## src/rtl/exec_pkg.sv

```systemverilog
// rtl/exec_pkg.sv - shared types and port indices for the shared divider sequencer
package exec_pkg;

  typedef enum logic [1:0] {
    IDLE = 2'd0,
    LOAD = 2'd1,
    RUN  = 2'd2,
    DONE = 2'd3
  } div_state_t;

  localparam logic REQ_INT = 1'b0;
  localparam logic REQ_FPU = 1'b1;

  function automatic logic [1:0] port_mask(input logic port);
    return (port == REQ_FPU) ? 2'b10 : 2'b01;
  endfunction

endpackage

```

## src/rtl/div_core.sv

```systemverilog
// rtl/div_core.sv - restoring shift-subtract datapath, one quotient bit per step, MSB first
module div_core #(
  parameter int XLEN = 32
) (
  input  logic            clk,
  input  logic            rst_n,
  input  logic            load,
  input  logic            step,
  input  logic [XLEN-1:0] a,
  input  logic [XLEN-1:0] b,
  output logic [XLEN-1:0] quotient,
  output logic [XLEN-1:0] remainder
);

  logic [XLEN-1:0]   dividend;
  logic [XLEN-1:0]   quo;
  logic [XLEN-1:0]   mask;
  logic [2*XLEN-2:0] divisor;

  // A zero divisor always compares <= and subtracts nothing, giving all-ones / a.
  always_ff @(posedge clk or negedge rst_n) begin
    if (!rst_n) begin
      dividend <= '0;
      quo      <= '0;
      mask     <= '0;
      divisor  <= '0;
    end else if (load) begin
      dividend <= a;
      quo      <= '0;
      mask     <= {1'b1, {(XLEN-1){1'b0}}};
      divisor  <= {b, {(XLEN-1){1'b0}}};
    end else if (step) begin
      if (divisor <= {{(XLEN-1){1'b0}}, dividend}) begin
        dividend <= dividend - divisor[XLEN-1:0];
        quo      <= quo | mask;
      end
      divisor <= divisor >> 1;
      mask    <= mask >> 1;
    end
  end

  assign quotient  = quo;
  assign remainder = dividend;

endmodule

```

## src/rtl/div_share_ctrl.sv

```systemverilog
// rtl/div_share_ctrl.sv - two-port arbiter/sequencer for one shared iterative divider
module div_share_ctrl
  import exec_pkg::*;
#(
  parameter int XLEN  = 32,
  parameter int TAG_W = 6
) (
  input  logic               clk_i,
  input  logic               reset_ni,
  input  logic [1:0]         req_valid_i,
  input  logic [2*XLEN-1:0]  req_a_i,
  input  logic [2*XLEN-1:0]  req_b_i,
  input  logic [1:0]         req_signed_i,
  input  logic [1:0]         req_rem_i,
  input  logic [2*TAG_W-1:0] req_tag_i,
  input  logic [1:0]         kill_i,
  output logic [1:0]         gnt_o,
  output logic [1:0]         resp_valid_o,
  input  logic [1:0]         resp_ack_i,
  output logic [XLEN-1:0]    resp_data_o,
  output logic [TAG_W-1:0]   resp_tag_o,
  output logic               busy_o
);

  localparam int CNT_W = $clog2(XLEN);

  div_state_t       state, next_state;
  logic             last_grant, owner, winner, grant;
  logic [CNT_W-1:0] cnt;
  logic             neg_q, neg_r, rem_sel;
  logic [TAG_W-1:0] tag;
  logic             core_load, core_step;
  logic [XLEN-1:0]  sel_a, sel_b, op_a, op_b, quo, rmd, base, fixed;
  logic             sel_signed, sel_rem;
  logic [TAG_W-1:0] sel_tag;

  assign sel_a      = (owner == REQ_INT) ? req_a_i[XLEN-1:0]   : req_a_i[2*XLEN-1:XLEN];
  assign sel_b      = (owner == REQ_INT) ? req_b_i[XLEN-1:0]   : req_b_i[2*XLEN-1:XLEN];
  assign sel_tag    = (owner == REQ_INT) ? req_tag_i[TAG_W-1:0] : req_tag_i[2*TAG_W-1:TAG_W];
  assign sel_signed = req_signed_i[owner];
  assign sel_rem    = req_rem_i[owner];
  assign op_a       = (sel_signed && sel_a[XLEN-1]) ? -sel_a : sel_a;
  assign op_b       = (sel_signed && sel_b[XLEN-1]) ? -sel_b : sel_b;

  assign base   = rem_sel ? rmd : quo;
  assign fixed  = (rem_sel ? neg_r : neg_q) ? -base : base;
  assign busy_o = (state != IDLE);

  always_comb begin
    next_state = state;
    grant      = 1'b0;
    winner     = REQ_INT;
    core_load  = 1'b0;
    core_step  = 1'b0;
    case (state)
      IDLE: begin
        if (|req_valid_i) begin
          grant      = 1'b1;
          winner     = (req_valid_i == 2'b11) ? ~last_grant : req_valid_i[1];
          next_state = LOAD;
        end
      end
      LOAD: begin
        core_load  = 1'b1;
        next_state = kill_i[owner] ? IDLE : RUN;
      end
      RUN: begin
        core_step = 1'b1;
        if (kill_i[owner])                       next_state = IDLE;
        else if (cnt == CNT_W'(XLEN-1))          next_state = DONE;
      end
      DONE: begin
        // Kill takes priority over a same-cycle ack; ack counts only once valid is up.
        if (kill_i[owner])                                  next_state = IDLE;
        else if (resp_valid_o[owner] && resp_ack_i[owner])  next_state = IDLE;
      end
      default: next_state = IDLE;
    endcase
  end

  always_ff @(posedge clk_i or negedge reset_ni) begin
    if (!reset_ni) begin
      state        <= IDLE;
      last_grant   <= REQ_FPU;
      owner        <= REQ_INT;
      gnt_o        <= '0;
      resp_valid_o <= '0;
      resp_data_o  <= '0;
      resp_tag_o   <= '0;
      cnt          <= '0;
      neg_q        <= 1'b0;
      neg_r        <= 1'b0;
      rem_sel      <= 1'b0;
      tag          <= '0;
    end else begin
      state <= next_state;
      gnt_o <= grant ? port_mask(winner) : 2'b00;
      if (grant) begin
        owner      <= winner;
        last_grant <= winner;
      end
      if (core_load) begin
        cnt     <= '0;
        neg_q   <= sel_signed & (sel_a[XLEN-1] ^ sel_b[XLEN-1]) & (sel_b != '0);
        neg_r   <= sel_signed & sel_a[XLEN-1];
        rem_sel <= sel_rem;
        tag     <= sel_tag;
      end
      if (state == RUN) cnt <= cnt + 1'b1;
      if (state == DONE) begin
        resp_data_o <= fixed;
        resp_tag_o  <= tag;
      end
      resp_valid_o <= (state == DONE && next_state == DONE) ? port_mask(owner) : 2'b00;
    end
  end

  div_core #(.XLEN(XLEN)) u_core (
    .clk       (clk_i),
    .rst_n     (reset_ni),
    .load      (core_load),
    .step      (core_step),
    .a         (op_a),
    .b         (op_b),
    .quotient  (quo),
    .remainder (rmd)
  );

endmodule
```

## config.mk

```make
export PLATFORM = sky130hd
export DESIGN_NAME = div_share_ctrl
export DESIGN_NICKNAME = d
export VERILOG_FILES = /design/src/rtl/exec_pkg.sv /design/src/rtl/div_core.sv /design/src/rtl/div_share_ctrl.sv
export SDC_FILE = /design/constraint.sdc
export NUM_CORES = 1
export LEC_CHECK = 0
export BUFFER_PORTS_ARGS = -buffer_cell sky130_fd_sc_hd__buf_2
export CAP_MARGIN = 20
export CORE_MARGIN = 2
export CORE_UTILIZATION = 40
export CTS_BUF_LIST = sky130_fd_sc_hd__clkbuf_16
export DETAILED_ROUTE_END_ITERATION = 8
export PLACE_DENSITY_LB_ADDON = 0.2
export RECOVER_POWER = 100
export SYNTH_ARGS = -nofsm -noshare
export SYNTH_HDL_FRONTEND = slang
export SYNTH_SLANG_ARGS = --single-unit
```

## constraint.sdc

```tcl
create_clock -name clk_i -period 4.2 [get_ports clk_i]
set_clock_uncertainty 0.05 [all_clocks]
set_input_delay 0.63 -clock clk_i [delete_from_list [all_inputs] [get_ports clk_i]]
set_output_delay 0.63 -clock clk_i [all_outputs]
set_load 0.005 [all_outputs]
```

# After elaboration in Yosys (flattened, before gate mapping)

Cells that the tools add are included.

Bits in registers: 219
Bits in latches: 0
Bits in writable memories: 0
ROM bits: 0
Memories: 0

Add/subtract/negate cells: 5
Multiply operators: 0
Div/mod/pow operators: 0
Magnitude comparators: 2
Eq/ne operators: 6
Shift operators: 0
Muxes and demuxes: 48
Bitwise gates (word level): 6
Reduce and logical (&&, ||, !) cells: 12

Operator list:

| operator              | number |
|---|---|
| $mux W32              | 14 |
| $mux W63              | 2 |
| $neg A32 Y32          | 3 |
| $le A63 B32 Y1        | 1 |
| $or A32 B32 Y32       | 1 |
| $reduce_bool A32 Y1   | 1 |
| $sub A32 B32 Y32      | 1 |
| $mux W2               | 10 |
| $mux W1               | 18 |
| $mux W5               | 2 |
| $eq A2 B2 Y1 const B  | 4 |
| $pmux W2 S4           | 1 |
| $reduce_bool A2 Y1    | 4 |
| $mux W6               | 1 |
| $add A5 B1 Y5 const B | 1 |
| $eq A5 B5 Y1 const B  | 1 |
| $logic_and A1 B1 Y1   | 4 |
| $and A1 B1 Y1         | 3 |
| $eq A2 B1 Y1 const B  | 1 |
| $logic_not A2 Y1      | 1 |
| $lt A1 B2 Y1 const B  | 1 |
| $reduce_and A2 Y1     | 1 |
| $reduce_or A2 Y1      | 1 |
| $not A1 Y1            | 1 |
| $xor A1 B1 Y1         | 1 |

# Logic depth before layout (Yosys ltp)

Gate-level depths: netlist (run 1).

Depth after elaboration: 9
Mapped depth: 19
Gate-level depth less buffers: 13

# Cells and area by module

From an unflattened synthesis (run 1), not the netlist that was laid out.

Cells, all modules: 1,761
Area total of the unflattened synthesis: 15,782.6 µm²

Modules (own cells, without submodules):

| module         | times used | cells each | area each (µm²) | seq. area each (µm²) |
|---|---|---|---|---|
| div_core       | 1          | 972        | 9,185.1         | 3,978.8 |
| div_share_ctrl | 1          | 789        | 6,597.6         | 1,502.7 |

# Least setup slack after synthesis (run 1)

No wires, ideal clock.

Path type: register to register
Start point: register owner
End point: register u_core.divisor[59]
Library setup time: 0.077 ns
Data arrival time: 3.893 ns
Required time: 4.073 ns
Setup slack: 0.180 ns
Stages on the path, launching flop included: 19
Buffers on the path: 8
Period minus slack after synthesis: 4.020 ns
Cell sequence: dfrtp_1 buf_6 buf_6 buf_2 buf_2 buf_2 buf_2 buf_4 buf_2 mux2i_1 ha_1 o211ai_1 nor4_2 nand3_2 or4_4 o21ai_2 xnor2_1 mux2i_1 a21oi_1

Longest elaborated chain between the ends: 5

RTL lines:

| element                                                              | line                 | RTL |
|---|---|---|
| start, declared                                                      | div_share_ctrl.sv:28 | `logic last_grant, owner, winner, grant;` |
| start signal, assigned                                               | div_share_ctrl.sv:99 | `owner <= winner;` |
| parallel branches: the longest is 3 deep, another holds $neg A32 Y32 | n/a                  |  |
| $mux W32 *                                                           | div_share_ctrl.sv:43 | `assign op_b = (sel_signed && sel_b[XLEN-1]) ? -sel_b : sel_b;` |
| $mux W63 *                                                           | div_core.sv:27       | `end else if (load) begin` |
| end signal, assigned                                                 | div_core.sv:31       | `divisor <= {b, {(XLEN-1){1'b0}}};` |
| end signal, assigned                                                 | div_core.sv:37       | `divisor <= divisor >> 1;` |
| end, declared                                                        | div_core.sv:18       | `logic [2*XLEN-2:0] divisor;` |

Every way passes the cells marked *. The select of a mux whose other input is x is not followed.
A chain may end at the register's enable or synchronous reset.

# Final worst setup path (run 1)

Start point: register u_core.dividend[24] (netlist: u_core.remainder[24])
End point: register u_core.dividend[8] (netlist: u_core.remainder[8])

Longest elaborated chain between the ends: 3

RTL lines:

| element                             | line           | RTL |
|---|---|---|
| start, declared                     | div_core.sv:15 | `logic [XLEN-1:0] dividend;` |
| start signal, assigned              | div_core.sv:34 | `dividend <= dividend - divisor[XLEN-1:0];` |
| $le A63 B32 Y1                      | div_core.sv:33 | `if (divisor <= {{(XLEN-1){1'b0}}, dividend}) begin` |
| $reduce_bool A2 Y1 (no source line) | n/a            |  |
| $reduce_and A2 Y1 (no source line)  | n/a            |  |

Every way passes these cells.

==> qor.log, run 1 <==
[status] status finished with violations
[status] violated checks capacitance limit, slew limit
[setup_path] CP endpoint u_core.remainder[8]$_DFFE_PN0P_
[placement] placed standard-cell area 16,800 µm²
[yosys] number of warnings printed during yosys synthesis 0
[route] via count 13,100
[route] Remaining DRCs 0
[finish] layout cells sized above 1 18.7%
[clock_tree] clock tree from TritonCTS built
[yosys] Yosys cell types 80
[yosys] Post-synth top flop dfrtp_1
[grt] all-layer global routing usage 23.0%
[finish] net total in the final layout 2,082
[yosys] total nets after synthesis 1,931
[floorplanning] Std-Cell Rows 71
[setup_path] slowest cell delay on critical path 650 ps
[yosys] number of synthesized flops with an enable pin 0
[sta] Slew Limit Fails 410
[power] Power Density 777 nW/µm²
[clock_tree] clock latency reported for the late side of the worst-skew pair 530 ps
[finish] utilization after layout 46.2%
[sta] fraction of the cycle the final worst path needs 93.4%
[clock_tree] maximum number of buffers from clock root to sink 3
[grt] final global-route overflow total 0
[yosys] mean instance size in the synthesized netlist 8.97 µm²
[yosys] post-synth design cell area 15,300 µm²
[yosys] post-synthesis adder-cell area fraction 6.11%
[setup_path] Reg2Reg Launch Point u_core.remainder[24]$_DFFE_PN0P_
[setup_path] Crit Path Category reg2reg
[route] total detailed-routing wirelength 45.4 mm
[clock_tree] number of clock buffers inserted by TritonCTS 25
[setup_path] kind of launch point of the worst setup path register
[placement] final weighted congestion of routability-driven global placement 0.883
[setup_path] arrival time at the worst endpoint 4280 ps
[route] Pre-Repair DR Iteration Count 7
[yosys] synthesized-area fraction occupied by ao, oa, aoi and oai cells 19.1%
[setup_path] worst flop-to-flop path endpoint u_core.remainder[8]$_DFFE_PN0P_
[yosys] sequential element share of the synthesized area 35.9%
[setup_path] CP Launch Point u_core.remainder[24]$_DFFE_PN0P_
[clock_tree] number of gates resized after CTS 0
[floorplanning] initial core utilization 40.6%
[grt] antenna violations before repair 0
[sta] Max Fclk 255 MHz
[yosys] post-synthesis cell count 1,705
[sta] total negative slack for setup checks 0 ps
[route] via density per instance 5.49
[run] total of max-cap violations 8
[grt] pin count of the biggest net entering global routing 97
[finish] cell area after layout 17,400 µm²
[yosys] xor and xnor area share after synthesis 6.07%
[power] Peak VDD IR 624 µV
[floorplanning] core region area 37,700 µm²
[setup_path] Critical Path Fanout Max 17
[sta] Worst Max-Slew Pin Slew 2360 ps
[setup_path] master of the slowest instance on the critical path a2111oi_0
[yosys] register bit count reported by yosys 219
[floorplanning] Die Footprint 39,800 µm²
[route] drt initial violations 899
[floorplanning] boundary pin count 195
[yosys] multiplexer share of the synthesized area 12.7%
[sta] unrepaired setup endpoints after global routing no
[sta] count of final hold-check violations 0
[sta] Setup-failing EPs final 0
[placement] Detailed Place HPWL 34.7 mm
[sta] crit path time final 3920 ps
[clock_tree] number of hold buffers added after cts 0
[sta] Final Worst Setup Slack 276 ps
[floorplanning] Die W 199 µm
[setup_path] crit-path cells inv_1, ha_1, a21o_1, a21o_1, a21oi_1, nor2_1, a2111oi_0, o21ai_0, a211oi_4, or2_0, clkbuf_2, mux2_2
[floorplanning] die span in y 199 µm
[clock_tree] H-tree depth 1
[setup_path] length in cells of the worst reg-to-reg path 12
[grt] wire length of the first global-routing pass 72.3 mm
[route] wire length per cell after detailed routing 19.1 µm
[yosys] fraction of the mapped netlist area in simple logic gates 15.2%
[power] Final Power 13.5 mW
[yosys] FFs w/ async S/R, synth 100%
[clock_tree] count of buffers added by post-CTS timing repair for setup 0
[setup_path] Crit. End Element register
[setup_path] reg-to-reg setup timing slack 280 ps
[clock_tree] number of clock sinks 219
[clock_tree] Clk pin slew, worst setup/hold paths 70 ps
[yosys] largest family of logic cells by synthesized area compound AO/OA/AOI/OAI gates
[finish] layout-stage area growth over the synthesis result 13.9%
[route] post-route ant nets 0
[min_path] min-delay src req_valid_i[0]
[placement] I/O Buffers 194
[setup_path] cell occurring most often along the worst timing path a21o_1
[clock_tree] clock root buffer clkbuf_16
[power] LEAKAGE 7.69 nW
[sta] relative slew slack -57.6%
[setup_path] CP required 4560 ps
[min_path] class of the tightest hold or removal check in2reg
[placement] Post-Place Setup Slack 457 ps
[grt] via count of the first global-routing pass 12,700
[finish] diodes inserted 0
## cell families after synthesis
group / after synthesis
buffers and inverters: 189
and+or+nand+nor: 467
DFF: 219
xor gates and xnor gates: 106
adders and majority gates: 74
AOI/OAI and AO/OA: 465
muxes: 185
## sequential cells by signal (all words and copies together) (netlist names)
register          cells
rem_sel               1
state                 2
resp_valid_o          2
u_core.quotient      32
gnt_o                 2
neg_r                 1
u_core.divisor       63
owner                 1
cnt                   5
u_core.mask          32
last_grant            1
neg_q                 1
tag                   6
u_core.remainder     32
resp_tag_o            6
resp_data_o          32
## critical path, delay by kind of cell (launching register included)
| kind | cells | cell delay [ps] |
|---|---|---|
| muxes | 1 | 410 |
| AOI/OAI and AO/OA | 6 | 1820 |
| buffers and inverters | 2 | 560 |
| DFF | 1 | 340 |
| and+or+nand+nor | 2 | 220 |
| adders and majority gates | 1 | 390 |
## area by class of cell
type | count | area (µm²)
fillers | 3787 | 20300
repair buffers | 229 | 1180
inverters | 84 | 315
clock buffers | 25 | 626
well taps | 511 | 639
multi-input cells | 1297 | 9040
flip-flops and latches | 219 | 5490
clock inverters | 19 | 121
## cell usage after synthesis (6+ instances only)
cell      count  share of area (%)
a21o_1       26                1.3
dfrtp_1     218                 36
o21ai_0     119                3.9
xor2_1       47                2.7
buf_1        11               0.27
a31o_2       35                2.0
nand2b_1     21               0.86
o221ai_1      6               0.34
a21oi_1     158                5.2
o211ai_1      8               0.39
a211oi_1      7               0.34
a31oi_1      19               0.78
mux2i_1     118                7.7
and2_1        9               0.37
nand2_1      77                1.9
nand4_1       7               0.29
xnor2_1      59                3.4
o32ai_1      12               0.69
or2_2         6               0.25
nor3b_1      17               0.83
nor2_1      143                3.5
o31ai_1      13               0.64
ha_1         73                6.0
nand3_1      58                1.9
or3_1        10               0.41
o21bai_1      9               0.44
mux2_2       65                4.8
inv_1        83                2.0
buf_2        22               0.72
nor3_1       40                1.3
nor2b_1      41                1.7
nor4_1       12               0.49
clkbuf_1     68                1.7
## worst min path at each step
stage          cells past startpoint  slack [ps]                              end
2_1_floorplan                      0         280               cnt[0]$_DFFE_PN0P_
3_3_place_gp                       2         420  u_core.quotient[18]$_DFFE_PN0P_
3_5_place_dp                       2         430  u_core.quotient[18]$_DFFE_PN0P_
4_1_cts                            1          40   u_core.quotient[9]$_DFFE_PN0P_
5_1_grt                            2         270           last_grant$_DFFE_PN1P_
6_report                           2         280           last_grant$_DFFE_PN1P_
## placed cells by master, fill, tap and decap left out, drive strengths merged, types with 13 or more instances in the layout
master / n
a31o: 35
a21oi: 158
mux2: 66
nor2: 143
nand3: 60
nand2b: 21
inv: 90
xnor2: 59
mux2i: 119
ha: 73
nor2b: 41
dfrtp: 218
nor3: 41
buf: 185
o21ai: 122
nor4: 14
nand2: 77
xor2: 47
a21o: 26
nor3b: 17
o31ai: 13
a31oi: 19
clkbuf: 69
## power by group
group	switching [mW]	total (mW)	internal (mW)
sequential	0.658	3.44	2.78
clock	0.904	2.05	1.14
combinational	4.84	8.03	3.20
## routing by layer
metal	global-route usage, %	wire, µm	vias to the layer above
met4	3.46	552	0
met5	0	0	-
met1	34.8	22700	6281
met2	35.4	19700	391
li1	-	-	6377
met3	3.05	2520	44
## per-stage QoR
step / cells / hold slack, ps
after global routing: 2384 / 269
after floorplan: 1705 / 284
final: 2384 / 278
after detailed placement: 2340 / 431
after global placement: 2340 / 424
after CTS: 2384 / 43.5
(Power assumes the default switching activity.)
==> inputs of run 2 (changes only) <==
--- a/constraint.sdc
+++ b/constraint.sdc
@@ -3,3 +3,3 @@
 set_input_delay 0.63 -clock clk_i [delete_from_list [all_inputs] [get_ports clk_i]]
 set_output_delay 0.63 -clock clk_i [all_outputs]
-set_load 0.005 [all_outputs]
+set_load 0.02 [all_outputs]
==> run 2 against run 1 <==
Effect of this change: wire length hardly changed; total power is 1.6% higher; sequential share of layout area hardly changed; critical endpoint unchanged; first-iteration DRC count is 0.22% higher; final area is 0.10% lower; non-clock buffer count stayed put; via count hardly changed; sequential cell count stayed put; count of clock-buffer cells in the layout stayed put; highest routed layer unchanged; the run still ends with capacitance limit, slew limit left.
==> qor.log, run 2 (synthesis results as in run 1) <==
[route] via density per instance 5.50 [was 5.49]
[setup_path] Critical Path Fanout Max 17 [unchanged]
[clock_tree] clock root buffer clkbuf_16 [unchanged]
[finish] layout cells sized above 1 18.0% [was 18.7%]
[grt] via count of the first global-routing pass 12,700 [unchanged]
[run] total of max-cap violations 8 [unchanged]
[finish] net total in the final layout 2,082 [unchanged]
[route] wire length per cell after detailed routing 19.1 µm [about the same]
[floorplanning] Std-Cell Rows 71 [unchanged]
[finish] most common cell after layout, fill and taps aside dfrtp_1 [unchanged]
[floorplanning] die span in y 199 µm [unchanged]
[setup_path] Crit. End Element register [unchanged]
[finish] utilization after layout 46.2% [about the same]
[power] Power Density 790 nW/µm² [was 777 nW/µm²]
[clock_tree] clock latency reported for the late side of the worst-skew pair 530 ps [about the same]
[status] status finished with violations [unchanged]
[power] Switching Fraction 48.2% [was 47.3%]
[sta] Min Hold Slack 278 ps [about the same]
[sta] Max Fclk 255 MHz [about the same]
[power] Int Pwr 7.11 mW [was 7.12 mW]
[clock_tree] H-tree depth 1 [unchanged]
[route] drt initial violations 901 [was 899]
[placement] post-placement cell count 2,340 [unchanged]
[grt] antenna violations before repair 0 [unchanged]
[grt] all-layer global routing usage 23.0% [unchanged]
[finish] Reg with most FFs u_core.divisor [unchanged]
[sta] fraction of the cycle the final worst path needs 93.5% [was 93.4%]
[status] violated checks capacitance limit, slew limit [unchanged]
[grt] pin count of the biggest net entering global routing 97 [unchanged]
[finish] number of flip-flops in the largest register 63 [unchanged]
[route] total detailed-routing wirelength 45.4 mm [about the same]
[route] post-route ant nets 0 [unchanged]
[setup_path] CP required 4560 ps [about the same]
[floorplanning] Die Footprint 39,800 µm² [unchanged]
[clock_tree] maximum number of buffers from clock root to sink 3 [unchanged]
[sta] relative slew slack -57.1% [was -57.6%]
[sta] Worst Max-Slew Pin Slew 2360 ps [about the same]
[setup_path] reg-to-reg setup timing slack 270 ps [was 280 ps]
[floorplanning] initial core utilization 40.6% [unchanged]
[sta] Setup-failing EPs final 0 [unchanged]
[setup_path] kind of launch point of the worst setup path register [unchanged]
[route] via count 13,100 [about the same]
[grt] wire length of the first global-routing pass 72.3 mm [unchanged]
[sta] Slew Limit Fails 410 [unchanged]
[sta] total negative slack for setup checks 0 ps [unchanged]
[sta] unrepaired setup endpoints after global routing no [unchanged]
[power] part of the power in registers 25.1% [was 25.4%]
[sta] count of final hold-check violations 0 [unchanged]
[clock_tree] clock tree from TritonCTS built [unchanged]
[clock_tree] number of clock sinks 219 [unchanged]
[power] switching component of the power 6.62 mW [was 6.40 mW]
[floorplanning] boundary pin count 195 [unchanged]
[clock_tree] number of gates resized after CTS 0 [unchanged]
[finish] diodes inserted 0 [unchanged]
[finish] leading cell types in the layout, fill and taps excluded 217 x dfrtp_1, 158 x a21oi_1, 150 x buf_2 [was 217 x dfrtp_1, 164 x buf_2, 158 x a21oi_1]
[clock_tree] number of clock buffers inserted by TritonCTS 25 [unchanged]
[placement] Detailed Place HPWL 34.7 mm [unchanged]
[route] Remaining DRCs 0 [unchanged]
[floorplanning] Die W 199 µm [unchanged]
[power] Peak VDD IR 625 µV [was 624 µV]
[min_path] class of the tightest hold or removal check in2reg [unchanged]
[finish] count of non-filler cells in the finished layout 2,384 [unchanged]
[power] Final Power 13.7 mW [was 13.5 mW]
[finish] layout-stage area growth over the synthesis result 13.8% [was 13.9%]
[power] relative contribution of the clock network to total power 14.9% [was 15.1%]
[clock_tree] count of buffers added by post-CTS timing repair for setup 0 [unchanged]
[clock_tree] number of hold buffers added after cts 0 [unchanged]
[power] share of power burned in combinational logic 60.1% [was 59.4%]
[clock_tree] Clk pin slew, worst setup/hold paths 70 ps [about the same]
[grt] final global-route overflow total 0 [unchanged]
[sta] crit path time final 3930 ps [was 3920 ps]
[floorplanning] core region area 37,700 µm² [unchanged]
[placement] I/O Buffers 194 [unchanged]
[setup_path] arrival time at the worst endpoint 4280 ps [about the same]
[placement] final weighted congestion of routability-driven global placement 0.883 [unchanged]
[setup_path] Crit Path Category reg2reg [unchanged]
[power] LEAKAGE 7.65 nW [was 7.69 nW]
[route] Pre-Repair DR Iteration Count 8 [was 7]
## run 2: power groups by stage
stage,clock [mW],sequential (mW),combinational [mW]
6_report,2.04,3.44,8.25
2_1_floorplan,0,3.41,6.03
4_1_cts,2.11,3.43,8.35
5_1_grt,2.18,3.54,9.14
3_5_place_dp,0,3.47,8.32
3_3_place_gp,0,3.45,8.28
## run 2: path summary, 6_finish.rpt
kind	from	to	cells past startpoint
setup / recovery	u_core.remainder[24]$_DFFE_PN0P_	u_core.remainder[8]$_DFFE_PN0P_	12
hold / removal	req_valid_i[0]	last_grant$_DFFE_PN1P_	2
setup reg to reg	u_core.remainder[24]$_DFFE_PN0P_	u_core.remainder[8]$_DFFE_PN0P_	12
hold reg to reg	u_core.quotient[18]$_DFFE_PN0P_	u_core.quotient[18]$_DFFE_PN0P_	2
max in group asynchronous	reset_ni	u_core.mask[31]$_DFFE_PN0P_	2
min in group asynchronous	reset_ni	u_core.quotient[10]$_DFFE_PN0P_	1
## run 2: metal layers
metal,vias to the layer above,wire [µm],track usage [%]
met4,0,548,3.46
met5,-,0,0
met1,6275,22600,34.8
met3,42,2650,3.05
met2,405,19700,35.4
li1,6379,-,-
## run 2: worst max-delay path, stage by stage (launching register included)
cell	delay, ps
dfrtp_1	340
inv_1	60
ha_1	390
a21o_1	210
a21o_1	170
a21oi_1	190
nor2_1	60
a2111oi_0	650
o21ai_0	330
a211oi_4	270
or2_0	160
clkbuf_2	500
mux2_2	410
## run 2: area by class of cell
class	count	area, µm²
clock buffer	25	626
multi-input combinational	1297	9040
sequential	219	5490
timing repair buffer	229	1160
clock inverter	19	121
inverter	84	315
fill	3790	20300
tap	511	639
## run 2: per-stage QoR
step                      area, µm²  setup slack, ps
after floorplan               15300              180
after global placement        16800              503
after detailed placement      16800              457
after CTS                     17600              436
after global routing          17400              101
final                         17400              275
==> inputs of run 3 (changes only) <==
- RECOVER_POWER: 100 -> not set
==> run 3 against run 2 <==
Effect of this change: the run now ends clean; via count increased by 0.21%; clock power is essentially flat; sequential power is essentially flat.
==> qor.log, run 3 (synthesis results as in run 1) <==
[clock_tree] clock latency reported for the late side of the worst-skew pair 530 ps [about the same]
[clock_tree] number of clock sinks 219 [unchanged]
[finish] net total in the final layout 2,082 [unchanged]
[floorplanning] Die Footprint 39,800 µm² [unchanged]
[sta] Max Fclk 261 MHz [was 255 MHz]
[route] total detailed-routing wirelength 45.5 mm [was 45.4 mm]
[setup_path] slowest cell delay on critical path 790 ps [was 650 ps]
[power] LEAKAGE 7.82 nW [was 7.65 nW]
[clock_tree] maximum number of buffers from clock root to sink 3 [unchanged]
[setup_path] reg-to-reg setup timing slack 370 ps [was 270 ps]
[power] Switching Fraction 47.9% [was 48.2%]
[finish] leading cell types in the layout, fill and taps excluded 216 x dfrtp_1, 193 x buf_2, 158 x a21oi_1 [was 217 x dfrtp_1, 158 x a21oi_1, 150 x buf_2]
[finish] utilization after layout 46.6% [was 46.2%]
[grt] wire length of the first global-routing pass 72.3 mm [unchanged]
[clock_tree] number of gates resized after CTS 0 [unchanged]
[setup_path] CP required 4550 ps [was 4560 ps]
[route] via count 13,100 [about the same]
[floorplanning] Die W 199 µm [unchanged]
[clock_tree] clock root buffer clkbuf_16 [unchanged]
[grt] all-layer global routing usage 23.0% [unchanged]
[clock_tree] H-tree depth 1 [unchanged]
[setup_path] master of the slowest instance on the critical path dfrtp_4 [was a2111oi_0]
[power] switching component of the power 6.64 mW [was 6.62 mW]
[clock_tree] clock tree from TritonCTS built [unchanged]
[status] status completed [was finished with violations]
[setup_path] CP endpoint u_core.remainder[29]$_DFFE_PN0P_ [was u_core.remainder[8]$_DFFE_PN0P_]
[setup_path] Crit. End Element register [unchanged]
[clock_tree] Clk pin slew, worst setup/hold paths 60 ps [was 70 ps]
[setup_path] length in cells of the worst reg-to-reg path 8 [was 12]
[route] wire length per cell after detailed routing 19.1 µm [about the same]
[setup_path] Reg2Reg Launch Point owner$_DFFE_PN0P_ [was u_core.remainder[24]$_DFFE_PN0P_]
[placement] final weighted congestion of routability-driven global placement 0.883 [unchanged]
[setup_path] CP Launch Point owner$_DFFE_PN0P_ [was u_core.remainder[24]$_DFFE_PN0P_]
[finish] Reg with most FFs u_core.divisor [unchanged]
[power] relative contribution of the clock network to total power 14.8% [was 14.9%]
[setup_path] Crit Path Category reg2reg [unchanged]
[grt] antenna violations before repair 0 [unchanged]
[sta] unrepaired setup endpoints after global routing no [unchanged]
[sta] count of final hold-check violations 0 [unchanged]
[sta] Setup-failing EPs final 0 [unchanged]
[setup_path] crit-path cells or4b_1, a222oi_1, nand3_2, o41ai_2, xnor2_1, nand2_1, a2bb2o_1, mux2_1 [was inv_1, ha_1, a21o_1, a21o_1, a21oi_1, nor2_1, a2111oi_0, o21ai_0, a211oi_4, or2_0, clkbuf_2, mux2_2]
[floorplanning] initial core utilization 40.6% [unchanged]
[sta] total negative slack for setup checks 0 ps [unchanged]
[sta] crit path time final 3830 ps [was 3930 ps]
[clock_tree] number of hold buffers added after cts 0 [unchanged]
[route] drt initial violations 903 [was 901]
[setup_path] Critical Path Fanout Max 44 [was 17]
[sta] Final Worst Setup Slack 370 ps [was 275 ps]
[setup_path] arrival time at the worst endpoint 4180 ps [was 4280 ps]
[grt] via count of the first global-routing pass 12,700 [unchanged]
[route] post-route ant nets 0 [unchanged]
[power] Power Density 789 nW/µm² [was 790 nW/µm²]
[sta] Worst Max-Slew Pin Slew 924 ps [was 2360 ps]
[route] Pre-Repair DR Iteration Count 5 [was 8]
[placement] Detailed Place HPWL 34.7 mm [unchanged]
[min_path] class of the tightest hold or removal check in2async [was in2reg]
[floorplanning] core region area 37,700 µm² [unchanged]
[power] Int Pwr 7.21 mW [was 7.11 mW]
[finish] number of flip-flops in the largest register 63 [unchanged]
[setup_path] worst flop-to-flop path endpoint u_core.remainder[29]$_DFFE_PN0P_ [was u_core.remainder[8]$_DFFE_PN0P_]
[clock_tree] count of buffers added by post-CTS timing repair for setup 0 [unchanged]
[floorplanning] Std-Cell Rows 71 [unchanged]
[placement] I/O Buffers 194 [unchanged]
[run] total of max-cap violations 0 [was 8]
[setup_path] kind of launch point of the worst setup path register [unchanged]
[power] part of the power in registers 24.8% [was 25.1%]
[power] Peak VDD IR 661 µV [was 625 µV]
[sta] Slew Limit Fails 0 [was 410]
[sta] fraction of the cycle the final worst path needs 91.2% [was 93.5%]
[placement] Post-Place Setup Slack 457 ps [unchanged]
[finish] layout-stage area growth over the synthesis result 14.8% [was 13.8%]
[route] Remaining DRCs 0 [unchanged]
[placement] placed standard-cell area 16,800 µm² [unchanged]
[route] via density per instance 5.51 [was 5.50]
[clock_tree] number of clock buffers inserted by TritonCTS 25 [unchanged]
[finish] diodes inserted 0 [unchanged]
[power] share of power burned in combinational logic 60.4% [was 60.1%]
[grt] final global-route overflow total 0 [unchanged]
[floorplanning] die span in y 199 µm [unchanged]
[sta] relative slew slack 38.4% [was -57.1%]
[grt] pin count of the biggest net entering global routing 97 [unchanged]
[finish] cell area after layout 17,600 µm² [was 17,400 µm²]
[finish] layout cells sized above 1 21.1% [was 18.0%]
[finish] most common cell after layout, fill and taps aside dfrtp_1 [unchanged]
[floorplanning] boundary pin count 195 [unchanged]
## run 3: per-stage QoR
stage,std cells,hold WS (ps),total power [mW]
6_report,2384,25.8,13.8
5_1_grt,2384,57.8,15.0
4_1_cts,2384,43.5,13.9
3_5_place_dp,2340,431,11.8
3_3_place_gp,2340,424,11.7
2_1_floorplan,1705,284,9.44
## run 3: final cells by class
cell class	instances	area, µm²
clock buffer	25	626
inverter	84	315
sequential	219	5490
fill	3754	20100
tap	511	639
timing repair buffer	229	1280
clock inverter	19	121
multi-input combinational	1297	9090
## run 3: power groups by stage
stage	clock network, mW	registers [mW]	logic (mW)
2_1_floorplan	0	3.41	6.03
6_report	2.05	3.43	8.37
3_5_place_dp	0	3.47	8.32
5_1_grt	2.18	3.54	9.25
3_3_place_gp	0	3.45	8.28
4_1_cts	2.11	3.43	8.35
## run 3: worst min path at each step
stage                                          startpoint                              end  cells after the start
after floorplan                                  reset_ni               cnt[0]$_DFFE_PN0P_                      0
after global placement    u_core.quotient[18]$_DFFE_PN0P_  u_core.quotient[18]$_DFFE_PN0P_                      2
after detailed placement  u_core.quotient[18]$_DFFE_PN0P_  u_core.quotient[18]$_DFFE_PN0P_                      2
after CTS                                        reset_ni   u_core.quotient[9]$_DFFE_PN0P_                      1
after global routing                             reset_ni   u_core.quotient[9]$_DFFE_PN0P_                      1
final                                            reset_ni   u_core.quotient[9]$_DFFE_PN0P_                      1
## run 3: routing by layer
layer	vias up	GRT usage [%]	share of wire, %
met5	-	0	0
met4	0	3.46	1.2
met3	43	3.05	5.5
met2	387	35.4	43
met1	6307	34.8	50
li1	6391	-	-
## run 3: critical path: cells and delay by family, from the launching register on
family	cells	cell delay, ps
compound gates	3	1400
simple gates	3	970
flops	1	790
mux	1	280
xor+xnor	1	170
